**config.mk**
```make
export PLATFORM = sky130hd
export DESIGN_NAME = mult_div_flat
export DESIGN_NICKNAME = d
export VERILOG_FILES = /design/src/rtl/mult_div_pkg.sv /design/src/rtl/mult_div_if.sv /design/src/rtl/mult_div_div_core.sv /design/src/rtl/mult_div.sv /design/src/flat_wrapper.sv
export SDC_FILE = /design/constraint.sdc
export NUM_CORES = 1
export LEC_CHECK = 0
export ABC_CLOCK_PERIOD_IN_PS = 7790
export BUFFER_PORTS_ARGS = -buffer_cell sky130_fd_sc_hd__buf_2
export CORE_ASPECT_RATIO = 2
export CORE_MARGIN = 4
export CORE_UTILIZATION = 60
export DETAILED_ROUTE_END_ITERATION = 8
export PLACE_DENSITY = 0.77
export SYNTH_ARGS = -nofsm -noshare
export SYNTH_HDL_FRONTEND = slang
export SYNTH_SLANG_ARGS = --single-unit
export TNS_END_PERCENT = 1
```
**constraint.sdc**
```tcl
create_clock -name clk -period 7.79 [get_ports clk]
set_input_delay 1.558 -clock clk [delete_from_list [all_inputs] [get_ports clk]]
set_output_delay 1.558 -clock clk [all_outputs]
set_load 0.01 [all_outputs]
```
**src/rtl/mult_div_pkg.sv**
```systemverilog
// Shared definitions for the HI/LO multiply/divide unit: funct codes,
// FSM state encodings, iteration bound and a conditional-negate helper.
package mult_div_pkg;

    localparam int unsigned DATA_W  = 32;
    localparam int unsigned FUNCT_W = 6;

    localparam logic [FUNCT_W-1:0] FUNCT_MFHI  = 6'h10;
    localparam logic [FUNCT_W-1:0] FUNCT_MTHI  = 6'h11;
    localparam logic [FUNCT_W-1:0] FUNCT_MFLO  = 6'h12;
    localparam logic [FUNCT_W-1:0] FUNCT_MTLO  = 6'h13;
    localparam logic [FUNCT_W-1:0] FUNCT_MULT  = 6'h18;
    localparam logic [FUNCT_W-1:0] FUNCT_MULTU = 6'h19;
    localparam logic [FUNCT_W-1:0] FUNCT_DIV   = 6'h1A;
    localparam logic [FUNCT_W-1:0] FUNCT_DIVU  = 6'h1B;

    // Counter value of the 32nd (final) iteration.
    localparam logic [4:0] MD_ITER_LAST = 5'd31;

    typedef enum logic [1:0] {
        MD_STATE_IDLE = 2'd0,
        MD_STATE_BUSY = 2'd1,
        MD_STATE_DONE = 2'd2
    } md_state_t;

    function automatic logic [DATA_W-1:0] neg_if(input logic c, input logic [DATA_W-1:0] v);
        return c ? (~v + 32'd1) : v;
    endfunction

endpackage

```
**src/rtl/mult_div_if.sv**
```systemverilog
// EX-stage connection between the pipeline and the multiply/divide unit.
interface mult_div_if;
    import mult_div_pkg::*;

    // en marks a valid instruction in EX; while stall_req is high the
    // pipeline holds en/funct/operands stable, and the instruction retires
    // on the first rising edge where stall_req is low.
    logic                 en;
    logic [FUNCT_W-1:0]   funct;
    logic [DATA_W-1:0]    operand_1;
    logic [DATA_W-1:0]    operand_2;
    logic                 flush;
    logic                 stall_req;
    logic [DATA_W-1:0]    result;
    logic [DATA_W-1:0]    hi;
    logic [DATA_W-1:0]    lo;
    md_state_t            state;

    modport master (
        output en, funct, operand_1, operand_2, flush,
        input  stall_req, result, hi, lo, state
    );

    modport slave (
        input  en, funct, operand_1, operand_2, flush,
        output stall_req, result, hi, lo, state
    );

endinterface

```
**src/rtl/mult_div_div_core.sv**
```systemverilog
// Restoring divider datapath: partial remainder and quotient shift register,
// one quotient bit per step on unsigned magnitudes.
module div_core
    import mult_div_pkg::*;
(
    input  logic              clk,
    input  logic              rst_n,
    input  logic              load,
    input  logic              step,
    input  logic [DATA_W-1:0] dividend,
    input  logic [DATA_W-1:0] divisor,
    output logic [DATA_W-1:0] quo_nxt,
    output logic [DATA_W-1:0] rem_nxt,
    output logic              div_zero
);

    logic [DATA_W-1:0] rem_q;
    logic [DATA_W-1:0] quo_q;
    logic [DATA_W-1:0] dvs_q;
    logic [DATA_W:0]   shifted;
    logic [DATA_W+1:0] diff;

    // A non-negative trial difference always fits in 32 bits, so bits 33:32
    // both being zero is the "subtract succeeds" condition.
    always_comb begin
        shifted = {rem_q, quo_q[DATA_W-1]};
        diff    = {1'b0, shifted} - {2'b00, dvs_q};
        if (diff[DATA_W+1:DATA_W] == 2'b00) begin
            rem_nxt = diff[DATA_W-1:0];
            quo_nxt = {quo_q[DATA_W-2:0], 1'b1};
        end else begin
            rem_nxt = shifted[DATA_W-1:0];
            quo_nxt = {quo_q[DATA_W-2:0], 1'b0};
        end
    end

    assign div_zero = (dvs_q == '0);

    always_ff @(posedge clk or negedge rst_n) begin
        if (!rst_n) begin
            rem_q <= '0;
            quo_q <= '0;
            dvs_q <= '0;
        end else if (load) begin
            rem_q <= '0;
            quo_q <= dividend;
            dvs_q <= divisor;
        end else if (step) begin
            rem_q <= rem_nxt;
            quo_q <= quo_nxt;
        end
    end

endmodule

```
**src/rtl/mult_div.sv**
```systemverilog
// Iterative MULT/DIV unit owning HI/LO; stalls EX for 33 cycles per op.
// Define MULT_DIV_FAST_MULT_EN for a single-cycle, non-stalling multiply.
module mult_div
    import mult_div_pkg::*;
(
    input  logic       clk,
    input  logic       rst_n,
    mult_div_if.slave  bus
);

    md_state_t         state;
    logic [4:0]        cnt;
    logic              is_div;
    logic              neg_q;
    logic              neg_r;
    logic [DATA_W-1:0] mcand;
    logic [63:0]       mul_acc;
    logic [DATA_W-1:0] hi_q;
    logic [DATA_W-1:0] lo_q;

    logic              op_signed;
    logic              a_neg;
    logic              b_neg;
    logic              iter_op;
    logic              start;
    logic [DATA_W-1:0] a_mag;
    logic [DATA_W-1:0] b_mag;
    logic [DATA_W:0]   mul_sum;
    logic [63:0]       mul_nxt;
    logic [63:0]       prod_fix;
    logic [DATA_W-1:0] quo_nxt;
    logic [DATA_W-1:0] rem_nxt;
    logic [DATA_W-1:0] quo_fix;
    logic [DATA_W-1:0] rem_fix;
    logic              div_zero;

    always_comb begin
        op_signed = (bus.funct == FUNCT_MULT) || (bus.funct == FUNCT_DIV);
        a_neg     = op_signed & bus.operand_1[DATA_W-1];
        b_neg     = op_signed & bus.operand_2[DATA_W-1];
        a_mag     = neg_if(a_neg, bus.operand_1);
        b_mag     = neg_if(b_neg, bus.operand_2);
    end

`ifdef MULT_DIV_FAST_MULT_EN
    logic [63:0] fast_prod;
    assign fast_prod = {{32{a_neg}}, bus.operand_1} * {{32{b_neg}}, bus.operand_2};
    assign iter_op   = (bus.funct == FUNCT_DIV) || (bus.funct == FUNCT_DIVU);
`else
    assign iter_op   = (bus.funct == FUNCT_DIV) || (bus.funct == FUNCT_DIVU) ||
                       (bus.funct == FUNCT_MULT) || (bus.funct == FUNCT_MULTU);
`endif

    assign start = bus.en && iter_op && !bus.flush;

    // Shift-add step: conditionally add the multiplicand into the upper half,
    // then shift the whole accumulator right, consuming one multiplier bit.
    always_comb begin
        mul_sum  = {1'b0, mul_acc[63:32]} + (mul_acc[0] ? {1'b0, mcand} : 33'd0);
        mul_nxt  = {mul_sum, mul_acc[31:1]};
        prod_fix = neg_q ? (~mul_nxt + 64'd1) : mul_nxt;
        quo_fix  = div_zero ? '1 : neg_if(neg_q, quo_nxt);
        rem_fix  = neg_if(neg_r, rem_nxt);
    end

    div_core u_div_core (
        .clk      (clk),
        .rst_n    (rst_n),
        .load     ((state == MD_STATE_IDLE) && start),
        .step     ((state == MD_STATE_BUSY) && is_div && !bus.flush),
        .dividend (a_mag),
        .divisor  (b_mag),
        .quo_nxt  (quo_nxt),
        .rem_nxt  (rem_nxt),
        .div_zero (div_zero)
    );

    assign bus.stall_req = !bus.flush &&
                           ((state == MD_STATE_BUSY) || ((state == MD_STATE_IDLE) && start));
    assign bus.result    = !bus.en                   ? '0   :
                           (bus.funct == FUNCT_MFHI) ? hi_q :
                           (bus.funct == FUNCT_MFLO) ? lo_q : '0;
    assign bus.hi        = hi_q;
    assign bus.lo        = lo_q;
    assign bus.state     = state;

    always_ff @(posedge clk or negedge rst_n) begin
        if (!rst_n) begin
            state   <= MD_STATE_IDLE;
            cnt     <= '0;
            is_div  <= 1'b0;
            neg_q   <= 1'b0;
            neg_r   <= 1'b0;
            mcand   <= '0;
            mul_acc <= '0;
            hi_q    <= '0;
            lo_q    <= '0;
        end else if (bus.flush) begin
            state <= MD_STATE_IDLE;
            cnt   <= '0;
        end else begin
            case (state)
                MD_STATE_IDLE: begin
                    if (bus.en) begin
                        case (bus.funct)
                            FUNCT_MTHI: hi_q <= bus.operand_1;
                            FUNCT_MTLO: lo_q <= bus.operand_1;
`ifdef MULT_DIV_FAST_MULT_EN
                            FUNCT_MULT, FUNCT_MULTU: begin
                                hi_q <= fast_prod[63:32];
                                lo_q <= fast_prod[31:0];
                            end
`endif
                            default: begin
                                if (iter_op) begin
                                    state   <= MD_STATE_BUSY;
                                    cnt     <= '0;
                                    is_div  <= bus.funct[1];
                                    neg_q   <= a_neg ^ b_neg;
                                    neg_r   <= a_neg;
                                    mcand   <= a_mag;
                                    mul_acc <= {32'd0, b_mag};
                                end
                            end
                        endcase
                    end
                end
                MD_STATE_BUSY: begin
                    cnt     <= cnt + 5'd1;
                    mul_acc <= mul_nxt;
                    if (cnt == MD_ITER_LAST) begin
                        state <= MD_STATE_DONE;
                        if (is_div) begin
                            hi_q <= rem_fix;
                            lo_q <= quo_fix;
                        end else begin
                            hi_q <= prod_fix[63:32];
                            lo_q <= prod_fix[31:0];
                        end
                    end
                end
                default: state <= MD_STATE_IDLE;
            endcase
        end
    end

endmodule

```
**src/flat_wrapper.sv**
```systemverilog
// flat-port wrapper written by rule: the top's interface ports become plain ports
module mult_div_flat import mult_div_pkg::*;
  (clk, rst_n, bus_en, bus_funct, bus_operand_1, bus_operand_2, bus_flush, bus_stall_req, bus_result, bus_hi, bus_lo, bus_state);
  mult_div_if bus_i ();
  input  logic clk;
  input  logic rst_n;
  input wire logic [$bits(bus_i.en)-1:0] bus_en;
  input wire logic [$bits(bus_i.funct)-1:0] bus_funct;
  input wire logic [$bits(bus_i.operand_1)-1:0] bus_operand_1;
  input wire logic [$bits(bus_i.operand_2)-1:0] bus_operand_2;
  input wire logic [$bits(bus_i.flush)-1:0] bus_flush;
  output wire logic [$bits(bus_i.stall_req)-1:0] bus_stall_req;
  output wire logic [$bits(bus_i.result)-1:0] bus_result;
  output wire logic [$bits(bus_i.hi)-1:0] bus_hi;
  output wire logic [$bits(bus_i.lo)-1:0] bus_lo;
  output wire logic [$bits(bus_i.state)-1:0] bus_state;
  assign bus_i.en = bus_en;
  assign bus_i.funct = bus_funct;
  assign bus_i.operand_1 = bus_operand_1;
  assign bus_i.operand_2 = bus_operand_2;
  assign bus_i.flush = bus_flush;
  assign bus_stall_req = bus_i.stall_req;
  assign bus_result = bus_i.result;
  assign bus_hi = bus_i.hi;
  assign bus_lo = bus_i.lo;
  assign bus_state = bus_i.state;
  mult_div u_core (.clk(clk), .rst_n(rst_n), .bus(bus_i));
endmodule
```
==> flow_metrics.py, run 1 <==
metrics = {
    "die": {
        "die_x_um": 140,
        "core-area_um2": 34500,
        "die_y_um": 273,
        "io_pins": 173,
        "num_rows": 96,
        "start_util": 0.609,
        "die-area_um2": 38200,
    },
    "sta": {
        "worst_pin_slew_ns": 1.23,
        "setup_viol": 0,
        "min_period_ns": 6.01,
        "hold_ws_ns": 0.468,
        "timing.fmax_mhz": 166,
        "fin_skew_ns": 0.0217,
        "finalSetupTns_ns": 0,
        "slew_violations": 0,
        "relSlewSlack": 0.169,
        "final_hold_viol_count": 0,
        "min_period_over_period": 0.772,
        "layout_setup_ws_ns": 1.78,
        "rsz0062_at_grt": "no",
    },
    "drt": {
        "routed_via_density": 6.83,
        "firstDrtPassIters": 6,
        "wirelength_mm": 79.2,
        "avgRoutedWirePerCell_um": 25.1,
        "drc": 0,
        "ant_nets": 0,
        "num_vias": 21500,
        "first_iter_violations": 2094,
    },
    "synthesis": {
        "synth_common_cells": "nand2_1 (304), dfrtp_1 (266), nor2_1 (250)",
        "synth.avg_cell_area_um2": 7.99,
        "synth_enable_flop_cells": 0,
        "synthArstFlopShare": 1.00,
        "synthCells": 2628,
        "syn_nets": 2775,
        "ys.flop_type": "dfrtp_1",
        "synth_top_area_share": 0.317,
        "synth_seq_cells": 266,
        "synth_area_leader_cell": "dfrtp_1",
        "yosysWarningCount": 0,
        "yosysMostFrequentCell": "nand2_1",
        "seq_area_frac_synth": 0.317,
        "synth_area_um2": 21000,
        "netlist_top_cells_area": "dfrtp_1 (32%), xnor2_1 (6.0%), o21ai_0 (5.8%)",
        "synth_cell_types": 92,
    },
    "placed_design": {
        "place_hpwl_mm": 60.8,
        "portBuffers": 172,
        "dpl_worst_slack_ns": 1.83,
        "gp_congestion": 1.08,
    },
    "clock_tree": {
        "root_buffer": "clkbuf_16",
        "clk_latency_ns": 0.57,
        "clk_pin_slew_ns": 0.07,
        "cts_tree": "done",
        "cts_buffers": 27,
        "post_cts_buffers": 0,
        "htree_num_levels": 1,
        "cts_sinks": 266,
        "cts_hold_buffers": 0,
        "cts_resized": 0,
        "clockBufferDepth": 3,
    },
    "global_routing": {
        "grt_pass1_vias": 21100,
        "grt_pass1_wl_mm": 122,
        "antenna_found_initial": 0,
        "grt_usage": 0.407,
        "grt_start_max_net_pins": 134,
        "overflow": 0,
    },
    "pwr": {
        "peakVddDrop_v": 0.000211,
        "p_per_area_nw_per_um2": 247,
        "power_w": 0.00569,
        "leakagePower_nw": 10.1,
    },
    "final_layout": {
        "drive_gt1_frac": 0.113,
        "finalNetCount": 2836,
        "syn_to_final_growth_pct": 9.55,
        "antenna_cells": 0,
        "utilization": 0.667,
    },
    "hold_path": {
        "hold_depth": 1,
        "hp-class": "reg -> reg",
    },
    "status": {
        "status": "complete, no violations",
    },
    "worst_setup_path": {
        "cp.arrival_ns": 6.49,
        "crit_path_end_kind": "register",
        "ff2ff_path_depth": 20,
        "r2r_setup_slack_ns": 1.78,
        "max_stage_delay_ns": 0.48,
        "worstSetupPathDepth": 20,
        "crit_buf_inv": 1,
        "crit_type": "reg -> reg",
        "crit_chain": "ha_1 -> a21oi_1 -> o21ai_0 -> a32o_1 -> or4_1 -> o211ai_1 -> a21oi_4 -> inv_2 -> nor2_1 -> a21oi_1 -> ha_1 -> nand2_1 -> or4_1 -> or3b_1 -> nor4b_2 -> a41oi_1 -> o31ai_1 -> xor2_1 -> nand3_1 -> a41oi_1",
        "crit_family": "compound AO/OA/AOI/OAI gates",
        "cp_slowest_cell": "or4_1",
        "startpoint_type": "register",
        "critPathRequiredTime_ns": 8.27,
        "critPathMaxFanout": 11,
    },
    "run": {
        "cap_violations": 0,
    },
}
[layer usage]
metal / track usage / part of all wire / vias to the layer above
met3: 0.0513 / 0.071 / 331
met2: 0.696 / 0.49 / 1149
met1: 0.451 / 0.34 / 10300
met4: 0.316 / 0.096 / 0
met5: 0 / 0 / -
li1: - / - / 9702
[cells by family (layout without fill, tap and decap cells)]
kind of cell,after synthesis,count (layout),share of synthesized area
compound gates,811,811,0.254
flops,266,266,0.317
fa+ha+maj,73,73,0.0442
xor+xnor,208,208,0.0868
buf+inv,237,319,0.0433
simple gates,954,954,0.216
mux,79,79,0.0381
[report_power, final]
part,leakage [nW],switching [W],internal (W),total [W]
Clock,0.462,0.000624,0.000838,0.00146
Sequential,3.39,0.000368,0.00165,0.00202
Combinational,6.20,0.00136,0.000842,0.00221
[registers in the layout, summed over array words and instances, names as in the netlist]
signal	count
u_core.mcand	32
u_core.neg_r	1
u_core.bus.hi	32
u_core.is_div	1
u_core.cnt	5
u_core.u_div_core.rem_q	32
u_core.mul_acc	64
u_core.u_div_core.quo_q	32
u_core.u_div_core.dvs_q	32
u_core.bus.lo	32
u_core.bus.state	2
u_core.neg_q	1
[worst reg2reg max path, stage by stage, from the launching register on]
cell      delay [ns]
dfrtp_1         0.43
ha_1            0.44
a21oi_1         0.29
o21ai_0         0.30
a32o_1          0.31
or4_1           0.48
o211ai_1        0.29
a21oi_4         0.06
inv_2           0.17
nor2_1          0.06
a21oi_1         0.23
ha_1            0.23
nand2_1         0.08
or4_1           0.46
or3b_1          0.44
nor4b_2         0.41
a41oi_1         0.32
o31ai_1         0.37
xor2_1          0.20
nand3_1         0.10
a41oi_1         0.27
[final timing paths]
kind	end	from
min in group asynchronous	u_core.mcand[8]$_DFFE_PN0P_	rst_n
worst min register to register	u_core.mcand[24]$_DFFE_PN0P_	u_core.mcand[24]$_DFFE_PN0P_
worst max-delay path	u_core.bus.hi[30]$_DFFE_PN0P_	u_core.u_div_core.rem_q[16]$_DFFE_PN0P_
worst max register to register	u_core.bus.hi[30]$_DFFE_PN0P_	u_core.u_div_core.rem_q[16]$_DFFE_PN0P_
max in group asynchronous	u_core.bus.state[1]$_DFFE_PN0P_	rst_n
worst min-delay path	u_core.mcand[24]$_DFFE_PN0P_	u_core.mcand[24]$_DFFE_PN0P_
[cell usage in the layout, fill, tap and decap left out, drive strengths merged, types with 29 or more instances in the layout]
cell,n
nand2,305
dfrtp,266
nor2,250
o21ai,250
buf,200
a21oi,159
xnor2,143
nand3,94
mux2i,72
ha,71
inv,71
xor2,65
a21o,52
o31ai,52
and2,45
a31oi,45
nor3,40
or3,35
o211ai,34
clkbuf,33
nor4,32
a211oi,30
o221ai,29
[cell type report]
type / count / area [um2]
inverter: 69 / 259
clock inverter: 17 / 235
tap: 441 / 552
clock buffer: 33 / 728
multi-input combinational: 2125 / 13500
timing repair buffer: 200 / 1080
sequential: 266 / 6660
fill: 3016 / 11500
[metrics by stage]
stage / instances / cell area (um2)
floorplan: 2628 / 21000
global placement: 3101 / 22000
detailed placement: 3101 / 22000
CTS: 3151 / 23000
global route: 3151 / 23000
finish: 3151 / 23000
Power figures use the tool's default switching activity.
==> run 2, diff against run 1 <==
- ABC_AREA: unset -> 1
- ABC_CLOCK_PERIOD_IN_PS: 7790 -> 4950
- CORE_UTILIZATION: 60 -> 56
- PLACE_DENSITY: 0.77 -> 0.75
- clock period: 7.79 -> 4.95 ns (I/O delays scaled with it)
==> flow_metrics.py, run 2 <==
metrics = {
    "status": {
        "status": "complete, no violations",
    },
    "worst_setup_path": {
        "critPathMaxFanout": 4,
        "crit_type": "reg -> reg",
        "critPathRequiredTime_ns": 5.43,
        "crit_path_end_kind": "register",
        "startpoint_type": "register",
        "cp.arrival_ns": 5.20,
    },
    "clock_tree": {
        "root_buffer": "clkbuf_16",
        "cts_tree": "done",
        "cts_sinks": 266,
        "clockBufferDepth": 3,
        "cts_buffers": 25,
        "clk_pin_slew_ns": 0.07,
        "htree_num_levels": 1,
        "clk_latency_ns": 0.55,
    },
    "synthesis": {
        "synth_area_um2": 21900,
        "yosysWarningCount": 0,
        "synth_area_leader_cell": "dfrtp_1",
        "synthArstFlopShare": 1.00,
        "synth_enable_flop_cells": 0,
        "seq_area_frac_synth": 0.304,
        "yosysMostFrequentCell": "nand2_1",
        "synth_cell_types": 59,
        "synthCells": 3355,
        "synth_seq_cells": 266,
        "syn_nets": 3502,
        "synth.avg_cell_area_um2": 6.52,
        "netlist_top_cells_area": "dfrtp_1 (30%), nand2_1 (16%), nor2_1 (6.6%)",
        "synth_common_cells": "nand2_1 (915), nor2_1 (384), inv_1 (367)",
        "ys.flop_type": "dfrtp_1",
        "synth_top_area_share": 0.304,
    },
    "pwr": {
        "sw_frac_of_total": 0.536,
        "intPower_w": 0.00634,
        "peakVddDrop_v": 0.000438,
        "p_switching_w": 0.00734,
        "leakagePower_nw": 12.3,
        "p_per_area_nw_per_um2": 563,
        "combPwrFrac": 0.590,
        "power_w": 0.0137,
        "seqPwrFrac": 0.255,
        "p_clk_frac": 0.155,
    },
    "drt": {
        "ant_nets": 0,
        "drc": 0,
        "first_iter_violations": 3176,
        "firstDrtPassIters": 8,
        "routed_via_density": 6.35,
        "num_vias": 25600,
        "wirelength_mm": 105,
        "avgRoutedWirePerCell_um": 26.0,
    },
    "final_layout": {
        "largest_reg_flops": 64,
        "drive_gt1_frac": 0.124,
        "fill_cells": 3710,
        "final_cell_mix": "nand2_1 (915), nor2_1 (379), inv_1 (366), dfrtp_1 (264), o21ai_0 (248)",
        "syn_to_final_growth_pct": 11.1,
        "final_common_cell": "nand2_1",
        "top_register": "u_core.mul_acc",
        "regArea_um2": 6660,
        "finalNetCount": 3642,
        "multiInputGateArea_um2": 13300,
    },
    "global_routing": {
        "met3_usage": 0.0983,
        "grt_usage": 0.486,
        "antenna_found_initial": 4,
        "grt_pass1_vias": 25300,
        "grt_start_max_net_pins": 133,
        "overflow": 0,
        "top_usage_layer": "met2",
        "grtUsageMet1": 0.443,
        "grt.met2_usage": 0.812,
        "grt_pass1_wl_mm": 154,
    },
    "die": {
        "core-area_um2": 38700,
        "die-area_um2": 42500,
        "start_util": 0.566,
        "io_pins": 173,
        "die_y_um": 288,
        "die_x_um": 148,
        "num_rows": 102,
    },
    "hold_path": {
        "hp-class": "in -> async",
    },
    "sta": {
        "relSlewSlack": 0.0928,
        "worst_pin_slew_ns": 1.35,
        "min_period_ns": 4.72,
        "setup_viol": 0,
        "final_hold_viol_count": 0,
        "timing.fmax_mhz": 212,
        "slew_violations": 0,
        "rsz0062_at_grt": "no",
        "fin_skew_ns": 0.0157,
        "min_period_over_period": 0.954,
        "finalSetupTns_ns": 0,
    },
    "placed_design": {
        "gp_congestion": 1.15,
        "place_hpwl_mm": 83.4,
        "portBuffers": 172,
    },
    "run": {
        "cap_violations": 0,
    },
}
-- run 2: changes by cell type after synthesis, sizes merged, moves of 33 or more --
cell	delta
xnor2	-114
o21ai	+33
mux2i	-72
o31ai	-48
clkbuf	-51
inv	+313
a21o	-47
and2	-41
or3	-35
nand2	+665
nor2	+164
a21oi	+93
nand3	+67
-- run 2: power by group through the flow --
stage          clock (W)  combinational (W)  sequential [W]
2_1_floorplan          0            0.00508         0.00329
3_3_place_gp           0            0.00758         0.00344
3_5_place_dp           0            0.00767         0.00347
4_1_cts          0.00212            0.00773         0.00343
5_1_grt          0.00219            0.00860         0.00352
6_report         0.00213            0.00807         0.00349
-- run 2: through the flow --
| step | hold slack, ns | util | cell area (um2) | setup slack (ns) | instances |
|---|---|---|---|---|---|
| after floorplan | 0.448 | - | 21900 | 1.00 | 3355 |
| after global placement | 0.464 | 0.605 | 23400 | 0.423 | 3987 |
| after detailed placement | 0.465 | 0.605 | 23400 | 0.401 | 3987 |
| after CTS | 0.487 | 0.628 | 24300 | 0.328 | 4032 |
| after global routing | 0.500 | 0.628 | 24300 | 0.0828 | 4033 |
| final | 0.452 | 0.628 | 24300 | 0.229 | 4035 |
-- run 2: final timing paths --
check	endpoint	start	depth (start not counted)	slack, ns
worst min register to register	u_core.mcand[6]$_DFFE_PN0P_	u_core.mcand[6]$_DFFE_PN0P_	2	0.49
max in group asynchronous	u_core.mcand[21]$_DFFE_PN0P_	rst_n	2	3.33
min in group clk	u_core.mcand[6]$_DFFE_PN0P_	u_core.mcand[6]$_DFFE_PN0P_	2	0.49
worst min-delay path	u_core.mul_acc[38]$_DFFE_PN0P_	rst_n	1	0.45
worst max-delay path	u_core.bus.hi[21]$_DFFE_PN0P_	u_core.u_div_core.rem_q[17]$_DFFE_PN0P_	20	0.23
worst max register to register	u_core.bus.hi[21]$_DFFE_PN0P_	u_core.u_div_core.rem_q[17]$_DFFE_PN0P_	20	0.23
-- run 2: worst max-delay path, stage by stage, from the launching register on --
cell and delay, ns:
dfrtp_1 0.42, ha_1 0.41, nand2_1 0.22, nor2_1 0.19, buf_4 0.16, nand2_1 0.07
inv_1 0.36, nand4_1 0.65, nand3_1 0.46, xor2_1 0.12, nand2_1 0.10, nand2_1 0.13
nor2_1 0.18, nand2_1 0.11, o21ai_2 0.25, nand2_1 0.10, nand2_1 0.06, nand3_1 0.15
o21ai_1 0.27, nand2_1 0.12, a21oi_2 0.13
-- run 2: kinds of logic (layout without fill, tap and decap cells) --
kind of cell,count (synthesis),in the layout,synth area share
buffers and inverters,510,668,0.0909
adder cells (fa/ha/maj),73,73,0.0424
flip-flops,266,266,0.304
other,0,2,0
AO/OA/AOI/OAI,675,675,0.177
XOR/XNOR,125,125,0.0500
AND/OR/NAND/NOR,1706,1706,0.336
-- run 2: layer usage --
metal,routed length [um],up-vias
li1,-,11200
met1,30200,11700
met2,49500,1846
met3,8230,820
met4,17100,4
met5,32,-
-- run 2: final cells by class --
| type | count | area share |
|---|---|---|
| diodes | 2 | 0.000206 |
| clock buffers | 31 | 0.0279 |
| clock inverters | 14 | 0.00736 |
| inverters | 388 | 0.0599 |
| multi-input cells | 2579 | 0.547 |
| flip-flops and latches | 266 | 0.274 |
| well taps | 520 | 0.0268 |
| repair buffers | 235 | 0.0563 |
-- run 2: timing repair --
item                                    4_1_cts  5_1_grt
endpoints found under the setup margin        0       19
setup buffers                                 0        1
hold buffers                                  0        0
resized for setup                             0        4
